===== config.mk =====
export PLATFORM = sky130hd
export DESIGN_NAME = sha256_msg_packer
export DESIGN_NICKNAME = d
export VERILOG_FILES = /design/src/rtl/sha256_pkg.sv /design/src/rtl/sha256_blk_buf.sv /design/src/rtl/sha256_msg_packer.sv
export SDC_FILE = /design/constraint.sdc
export NUM_CORES = 2
export LEC_CHECK = 0
export ABC_CLOCK_PERIOD_IN_PS = 4360
export BUFFER_PORTS_ARGS = -buffer_cell sky130_fd_sc_hd__buf_2
export CAP_MARGIN = 20
export CORE_MARGIN = 2
export CORE_UTILIZATION = 31
export CTS_BUF_LIST = sky130_fd_sc_hd__clkbuf_16
export DETAILED_ROUTE_END_ITERATION = 6
export HOLD_SLACK_MARGIN = 0.15
export SLEW_MARGIN = 25
export SYNTH_ARGS = -nofsm -noshare
export SYNTH_HDL_FRONTEND = slang
export SYNTH_HIERARCHICAL = 1
export SYNTH_SLANG_ARGS = --single-unit

===== constraint.sdc =====
create_clock -name clk -period 4.36 [get_ports clk]
set_clock_uncertainty 0.15 [all_clocks]
set_input_delay 0.654 -clock clk [delete_from_list [all_inputs] [get_ports clk]]
set_output_delay 0.654 -clock clk [all_outputs]
set_load 0.01 [all_outputs]

===== src/rtl/sha256_pkg.sv =====
// Shared SHA-256 definitions: packer FSM states and block geometry constants.
package sha256_pkg;

    typedef enum logic [2:0] {
        ST_IDLE,
        ST_FILL,
        ST_PAD,
        ST_SEND,
        ST_WAIT_CORE,
        ST_LENBLK
    } state_t;

    localparam int WORD_W    = 32;
    localparam int BLK_WORDS = 16;
    localparam int BLK_BYTES = 64;
    localparam int PAD_LIMIT = 55;
    localparam logic [7:0] PAD_BYTE = 8'h80;

endpackage


===== src/rtl/sha256_blk_buf.sv =====
// 64-byte block buffer: byte writes, in-place padding/length fill, and a
// big-endian 32-bit word read port.
module sha256_blk_buf
    import sha256_pkg::*;
(
    input  logic              clk,
    input  logic              rst_n,
    input  logic              i_clear,
    input  logic              i_wr_en,
    input  logic [5:0]        i_wr_idx,
    input  logic [7:0]        i_wr_byte,
    input  logic              i_pad_en,
    input  logic [6:0]        i_pad_pos,
    input  logic              i_len_en,
    input  logic              i_lenblk_en,
    input  logic              i_lenblk_mark,
    input  logic [63:0]       i_len,
    input  logic [3:0]        i_rd_idx,
    output logic [WORD_W-1:0] o_rd_word
);

    logic [7:0] r_bytes [BLK_BYTES];

    // A pad position of 64 leaves the block untouched; the marker then goes
    // into the trailing length-only block instead.
    always_ff @(posedge clk or negedge rst_n) begin
        if (!rst_n) begin
            for (int j = 0; j < BLK_BYTES; j++) r_bytes[j] <= '0;
        end else if (i_clear || i_lenblk_en) begin
            for (int j = 0; j < BLK_BYTES; j++) r_bytes[j] <= '0;
            if (i_lenblk_en) begin
                for (int k = 0; k < 8; k++) r_bytes[BLK_BYTES-8+k] <= i_len[63-8*k -: 8];
                if (i_lenblk_mark) r_bytes[0] <= PAD_BYTE;
            end
        end else if (i_pad_en) begin
            for (int j = 0; j < BLK_BYTES; j++) begin
                if (7'(j) == i_pad_pos)     r_bytes[j] <= PAD_BYTE;
                else if (7'(j) > i_pad_pos) r_bytes[j] <= '0;
            end
            if (i_len_en) begin
                for (int k = 0; k < 8; k++) r_bytes[BLK_BYTES-8+k] <= i_len[63-8*k -: 8];
            end
        end else if (i_wr_en) begin
            r_bytes[i_wr_idx] <= i_wr_byte;
        end
    end

    assign o_rd_word = {r_bytes[{i_rd_idx, 2'd0}], r_bytes[{i_rd_idx, 2'd1}],
                        r_bytes[{i_rd_idx, 2'd2}], r_bytes[{i_rd_idx, 2'd3}]};

endmodule


===== src/rtl/sha256_msg_packer.sv =====
// SHA-256 message packer: pads a byte stream and streams 512-bit blocks to the core.
// Optional protocol checker enabled by defining SHA_PACKER_PROTO_CHK_EN.
module sha256_msg_packer
    import sha256_pkg::*;
#(
    parameter int DATA_WIDTH  = 32,
    parameter int LEAD_CYCLES = 3
) (
    input  logic                  clk,
    input  logic                  rst_n,
    input  logic                  byte_valid_in,
    input  logic [7:0]            byte_in,
    input  logic                  byte_last_in,
    output logic                  byte_ready_out,
    input  logic                  core_dv_flag_in,
    output logic                  MP_dv_out,
    output logic [DATA_WIDTH-1:0] message_out,
    output logic                  busy_out
`ifdef SHA_PACKER_PROTO_CHK_EN
    ,
    output logic                  proto_err_out
`endif
);

    localparam int SEND_LEN = LEAD_CYCLES + BLK_WORDS;

    state_t                r_state;
    logic                  r_ready;
    logic                  r_busy;
    logic                  r_dv;
    logic [DATA_WIDTH-1:0] r_msg;
    logic [5:0]            r_blk_idx;
    logic [6:0]            r_end_pos;
    logic [60:0]           r_msg_cnt;
    logic                  r_msg_end;
    logic                  r_len_pend;
    logic                  r_mark_pend;
    logic                  r_core_q;
    logic [7:0]            r_send_cnt;

    logic              w_accept;
    logic              w_core_edge;
    logic [7:0]        w_send_nxt;
    logic [3:0]        w_rd_idx;
    logic [WORD_W-1:0] w_rd_word;
    logic              w_pad_en;
    logic              w_len_en;
    logic              w_clear;
    logic              w_lenblk;
    logic [63:0]       w_len;

    assign w_accept    = byte_valid_in && r_ready;
    assign w_core_edge = core_dv_flag_in && !r_core_q;
    assign w_send_nxt  = r_send_cnt + 8'd1;
    assign w_rd_idx    = 4'(w_send_nxt - 8'(LEAD_CYCLES));
    assign w_pad_en    = (r_state == ST_PAD) && r_msg_end;
    assign w_len_en    = w_pad_en && (r_end_pos <= 7'(PAD_LIMIT));
    assign w_clear     = (r_state == ST_WAIT_CORE) && w_core_edge && !r_len_pend;
    assign w_lenblk    = (r_state == ST_LENBLK);
    assign w_len       = {r_msg_cnt, 3'b000};

    sha256_blk_buf u_buf (
        .clk           (clk),
        .rst_n         (rst_n),
        .i_clear       (w_clear),
        .i_wr_en       (w_accept),
        .i_wr_idx      (r_blk_idx),
        .i_wr_byte     (byte_in),
        .i_pad_en      (w_pad_en),
        .i_pad_pos     (r_end_pos),
        .i_len_en      (w_len_en),
        .i_lenblk_en   (w_lenblk),
        .i_lenblk_mark (r_mark_pend),
        .i_len         (w_len),
        .i_rd_idx      (w_rd_idx),
        .o_rd_word     (w_rd_word)
    );

    always_ff @(posedge clk or negedge rst_n) begin
        if (!rst_n) begin
            r_state     <= ST_IDLE;
            r_ready     <= 1'b0;
            r_busy      <= 1'b0;
            r_dv        <= 1'b0;
            r_msg       <= '0;
            r_blk_idx   <= '0;
            r_end_pos   <= '0;
            r_msg_cnt   <= '0;
            r_msg_end   <= 1'b0;
            r_len_pend  <= 1'b0;
            r_mark_pend <= 1'b0;
            r_core_q    <= 1'b0;
            r_send_cnt  <= '0;
        end else begin
            r_core_q <= core_dv_flag_in;
            case (r_state)
                ST_IDLE, ST_FILL: begin
                    r_ready <= 1'b1;
                    if (w_accept) begin
                        r_msg_cnt <= r_msg_cnt + 61'd1;
                        r_blk_idx <= r_blk_idx + 6'd1;
                        r_end_pos <= {1'b0, r_blk_idx} + 7'd1;
                        r_busy    <= 1'b1;
                        r_state   <= ST_FILL;
                        if (byte_last_in || r_blk_idx == 6'(BLK_BYTES - 1)) begin
                            r_msg_end <= byte_last_in;
                            r_ready   <= 1'b0;
                            r_state   <= ST_PAD;
                        end
                    end
                end
                // No room for the length: defer it (and possibly the marker) to a trailing block.
                ST_PAD: begin
                    if (r_msg_end && !w_len_en) begin
                        r_len_pend  <= 1'b1;
                        r_mark_pend <= (r_end_pos == 7'(BLK_BYTES));
                    end
                    r_dv       <= 1'b1;
                    r_msg      <= '0;
                    r_send_cnt <= '0;
                    r_state    <= ST_SEND;
                end
                ST_SEND: begin
                    if (w_send_nxt == 8'(SEND_LEN)) begin
                        r_dv    <= 1'b0;
                        r_msg   <= '0;
                        r_state <= ST_WAIT_CORE;
                    end else begin
                        r_send_cnt <= w_send_nxt;
                        r_msg      <= (w_send_nxt >= 8'(LEAD_CYCLES)) ? w_rd_word : '0;
                    end
                end
                ST_WAIT_CORE: begin
                    if (w_core_edge) begin
                        if (r_len_pend) begin
                            r_state <= ST_LENBLK;
                        end else if (r_msg_end) begin
                            r_state   <= ST_IDLE;
                            r_busy    <= 1'b0;
                            r_ready   <= 1'b1;
                            r_msg_cnt <= '0;
                            r_msg_end <= 1'b0;
                            r_blk_idx <= '0;
                        end else begin
                            r_state   <= ST_FILL;
                            r_ready   <= 1'b1;
                            r_blk_idx <= '0;
                        end
                    end
                end
                ST_LENBLK: begin
                    r_len_pend  <= 1'b0;
                    r_mark_pend <= 1'b0;
                    r_dv        <= 1'b1;
                    r_msg       <= '0;
                    r_send_cnt  <= '0;
                    r_state     <= ST_SEND;
                end
                default: r_state <= ST_IDLE;
            endcase
        end
    end

    assign byte_ready_out = r_ready;
    assign MP_dv_out      = r_dv;
    assign message_out    = r_msg;
    assign busy_out       = r_busy;

`ifdef SHA_PACKER_PROTO_CHK_EN
    logic r_proto_err;
    logic r_last_low_seen;

    // A last-qualified first byte is only suspicious if last was never seen low since reset.
    always_ff @(posedge clk or negedge rst_n) begin
        if (!rst_n) begin
            r_proto_err     <= 1'b0;
            r_last_low_seen <= 1'b0;
        end else begin
            if (!byte_last_in) r_last_low_seen <= 1'b1;
            if ((w_core_edge && r_state != ST_WAIT_CORE) ||
                (w_accept && byte_last_in && r_state == ST_IDLE && !r_last_low_seen))
                r_proto_err <= 1'b1;
        end
    end

    assign proto_err_out = r_proto_err;
`endif

endmodule

==> run_results.csv <==
group,metric,value,unit
placed_design,dp_hpwl,79910,um
outcome,violations,"design-rule violations",
clock_tree,root_buffer,"clkbuf_16",
worst_setup_path,critPathKind,"primary input to flop",
worst_setup_path,r2r_start,"r_state[1]",
logic_synthesis,yosysSeqAreaShare,47.22,%
layout,area_growth,13.95,%
placed_design,port_buffers,47,
outcome,status,"finished with violations",
floorplanning,ios,48,
timing,hold_violations,0,
floorplanning,rows,120,
logic_synthesis,synth_area_per_cell,11.94,um2
worst_setup_path,crit_chain,"dlygate4sd3_1 -> buf_2 -> nor3b_1 -> nand3_1 -> nor2_1 -> buf_4 -> or3b_1 -> buf_4 -> nor2_2 -> a21oi_2 -> mux2_2",
drt,drc,1,
worst_setup_path,slowest_delay,0.57,ns
timing,tightestPinTransition,1.130,ns
power,peakVddDrop,1.088,mV
clock_tree,clkSlewWorstSetupHoldPaths,0.05,ns
grt,grt.busiest_layer,"met2",
worst_setup_path,slowest_stage,"a21oi_2",
logic_synthesis,synthSimpleGateAreaFrac,11.94,%
layout,num-fill-cells,10520,
floorplanning,coreArea,107500,um2
logic_synthesis,synth_cell_types,103,
grt,grt_antenna_before_repair,13,
worst_setup_path,path_buf_inv,4,
worst_setup_path,critPathMaxFanout,29,
drt,firstDrtPassIters,7,
layout,layout_common_cells,"635 x dfrtp_1, 348 x mux2_2, 261 x nor2_1",
grt,grt_pass1_vias,25330,
timing,period_minus_slack,3.805,ns
grt,grt.met1_usage,29.27,%
clock_tree,cts_tree,"yes",
timing,setup_tns,0,ns
logic_synthesis,ys_ff_latch,636,
power,power_leakage,16.70,nW
layout,nets,2876,
flow_run,maxCapViolCount,0,
worst_setup_path,crit_path_frequent_cell,"buf_4",
clock_tree,clock_latency,0.63,ns
drt,drtAntennaViolNets,0,
grt,grtUsageMet3,4.969,%
grt,grt_pass1_wl,175000,um
grt,use_met2,31.02,%
drt,drt-wirelength-per-cell,27.03,um
layout,mostFrequentLayoutCell,"dfrtp_1",
clock_tree,postCtsResizedCells,0,
placed_design,gp_congestion,0.9735,
worst_hold_path,holdCritStartpoint,"byte_last_in",
floorplanning,fp.dieH,333.7,um
timing,setup_viol,0,
power,total_power,21.00,mW
logic_synthesis,synth_adder_area_share,0.1856,%
clock_tree,cts_setup_buffers,0,
worst_setup_path,critPathLaunch,"core_dv_flag_in",
logic_synthesis,synth_xor_xnor_area_share,0.2859,%
logic_synthesis,synth_ff_type,"dfrtp_1",
drt,drtIter0Drc,3008,
logic_synthesis,muxShareOfSynthArea,22.57,%
floorplanning,dieArea,111400,um2
clock_tree,h-tree-depth,3,
timing,rsz0062_at_grt,"no",
grt,grt_overflow_total,0,
worst_setup_path,start_kind,"primary input",
grt,grt_usage,20.75,%
clock_tree,clkSinkCount,636,
logic_synthesis,ys_warn_count,6,
floorplanning,start_util,31.35,%
logic_synthesis,async_flop_share,100.0,%
worst_setup_path,critPathCaptureType,"flop",
clock_tree,cts_buffer_depth,3,
clock_tree,ctsHoldBuffers,2,
logic_synthesis,synth_top_family_by_area,"multiplexers",
drt,vias,25730,
worst_setup_path,required,4.70,ns
worst_hold_path,min_path_type,"primary input to flop",
logic_synthesis,synth_edf_count,0,
timing,holdWs,0.1682,ns
timing,max_freq,262.8,MHz
timing,slew-limit-headroom,24.64,%
logic_synthesis,syn-cell-area,33700,um2
clock_tree,cts_made_buffers,75,
timing,finalCritPeriodShare,87.27,%
worst_setup_path,worst_ep_arrival_time,4.15,ns
power,cellPowerDensity,546.8,nW/um2
timing,slew_violations,0,
logic_synthesis,synthCells,2823,
layout,layout-drive-gt1-share,31.05,%
drt,post_drt_via_cell_ratio,5.956,
worst_setup_path,critPathTopFamily,"buffers and inverters",
drt,drt_wl_total,116800,um
floorplanning,die_w,333.7,um
grt,grt_max_degree,96,
logic_synthesis,synth-compound-area-share,14.54,%
-- power by group --
part | internal, mW | total (mW) | switching, mW
Sequential | 6.43 | 6.91 | 0.478
Combinational | 2.92 | 7.74 | 4.82
Clock | 3.76 | 6.35 | 2.59
-- registers in the layout (all words and copies together), names as in the netlist --
register	flops
MP_dv_out	1
r_len_pend	1
message_out	32
r_msg_cnt	61
r_end_pos	7
r_state	3
r_core_q	1
busy_out	1
byte_ready_out	1
r_blk_idx	6
u_buf/r_bytes	512
r_mark_pend	1
r_send_cnt	8
r_msg_end	1
-- cells in the mapped netlist, types with 10 or more instances --
cell	n	area [um2]
o41ai_1	11	96.34
a22o_1	190	1664
nand2_1	156	585.6
a21o_1	19	142.6
or4_1	11	82.58
mux2_2	348	3919
mux4_2	160	3603
nand3_1	83	415.4
a31oi_1	61	381.6
nor4_1	10	62.56
o21ai_0	88	440.4
a21oi_2	37	324.1
nand4_1	33	206.5
o22ai_1	56	350.3
and3_1	25	156.4
nor2_1	263	987.2
dfrtp_1	636	15920
o32ai_1	12	105.1
o2bb2ai_1	38	332.8
a21oi_1	40	200.2
or3_1	16	100.1
inv_1	40	150.1
nor3_1	28	140.1
clkbuf_1	135	506.7
and2_1	15	93.84
o211ai_1	15	112.6
buf_2	55	275.3
nand2b_1	10	62.56
o31ai_1	12	90.09
-- metrics by stage --
| step | setup WS [ns] | area [um2] | util [%] | cells |
|---|---|---|---|---|
| finish | 0.5550 | 38410 | 35.73 | 4319 |
| global route | 0.4634 | 38410 | 35.73 | 4319 |
| detailed placement | 0.6051 | 35910 | 33.41 | 4181 |
| floorplan | 1.291 | 33710 | - | 2825 |
| CTS | 0.6640 | 38380 | 35.70 | 4317 |
| global placement | 0.6132 | 35910 | 33.41 | 4181 |
-- worst reg2reg max path, cell delays in order, from the launching register on --
cell     delay (ns)
dfrtp_1        0.60
nor3b_1        0.47
nand2_1        0.16
inv_1          0.14
or3b_1         0.35
buf_4          0.27
nor2_2         0.53
a22o_1         0.49
mux2_2         0.38
-- layer usage --
| metal | vias to the layer above | share of wire (%) |
|---|---|---|
| met2 | 1175 | 44 |
| met4 | 14 | 3.7 |
| met1 | 13400 | 43 |
| met5 | - | 0.069 |
| li1 | 10870 | - |
| met3 | 266 | 8.9 |
-- kinds of logic (layout without fill, tap and decap cells) --
family,Yosys count,count (layout)
fa+ha+maj,5,5
simple gates,762,762
xor+xnor,11,11
mux,516,516
flops,636,636
buf+inv,251,341
other cells,1,4
compound gates,641,641
-- path summary, 6_finish.rpt --
path	end	slack [ns]	cells past startpoint
max reg2reg	u_buf/r_bytes[191]	0.71	8
max in group asynchronous	u_buf/r_bytes[309]	2.55	3
min in group asynchronous	r_msg_cnt[22]	0.53	2
max	u_buf/r_bytes[235]	0.55	11
min reg2reg	u_buf/r_bytes[262]	0.33	1
min	r_msg_end	0.17	3
-- layout make-up --
type                            instances  area [um2]  share of cell area (%)
Clock buffer                           78        1952                   5.082
Timing Repair Buffer                  167        1339                   3.486
Tap cell                             1403        1755                   4.571
Inverter                               40       150.1                  0.3909
Multi-Input combinational cell       1938       16790                   43.72
Clock inverter                         56       496.7                   1.293
Sequential cell                       636       15920                   41.45
Antenna cell                            1       2.502                0.006516
No activity file was read; power rests on OpenSTA's default activity.
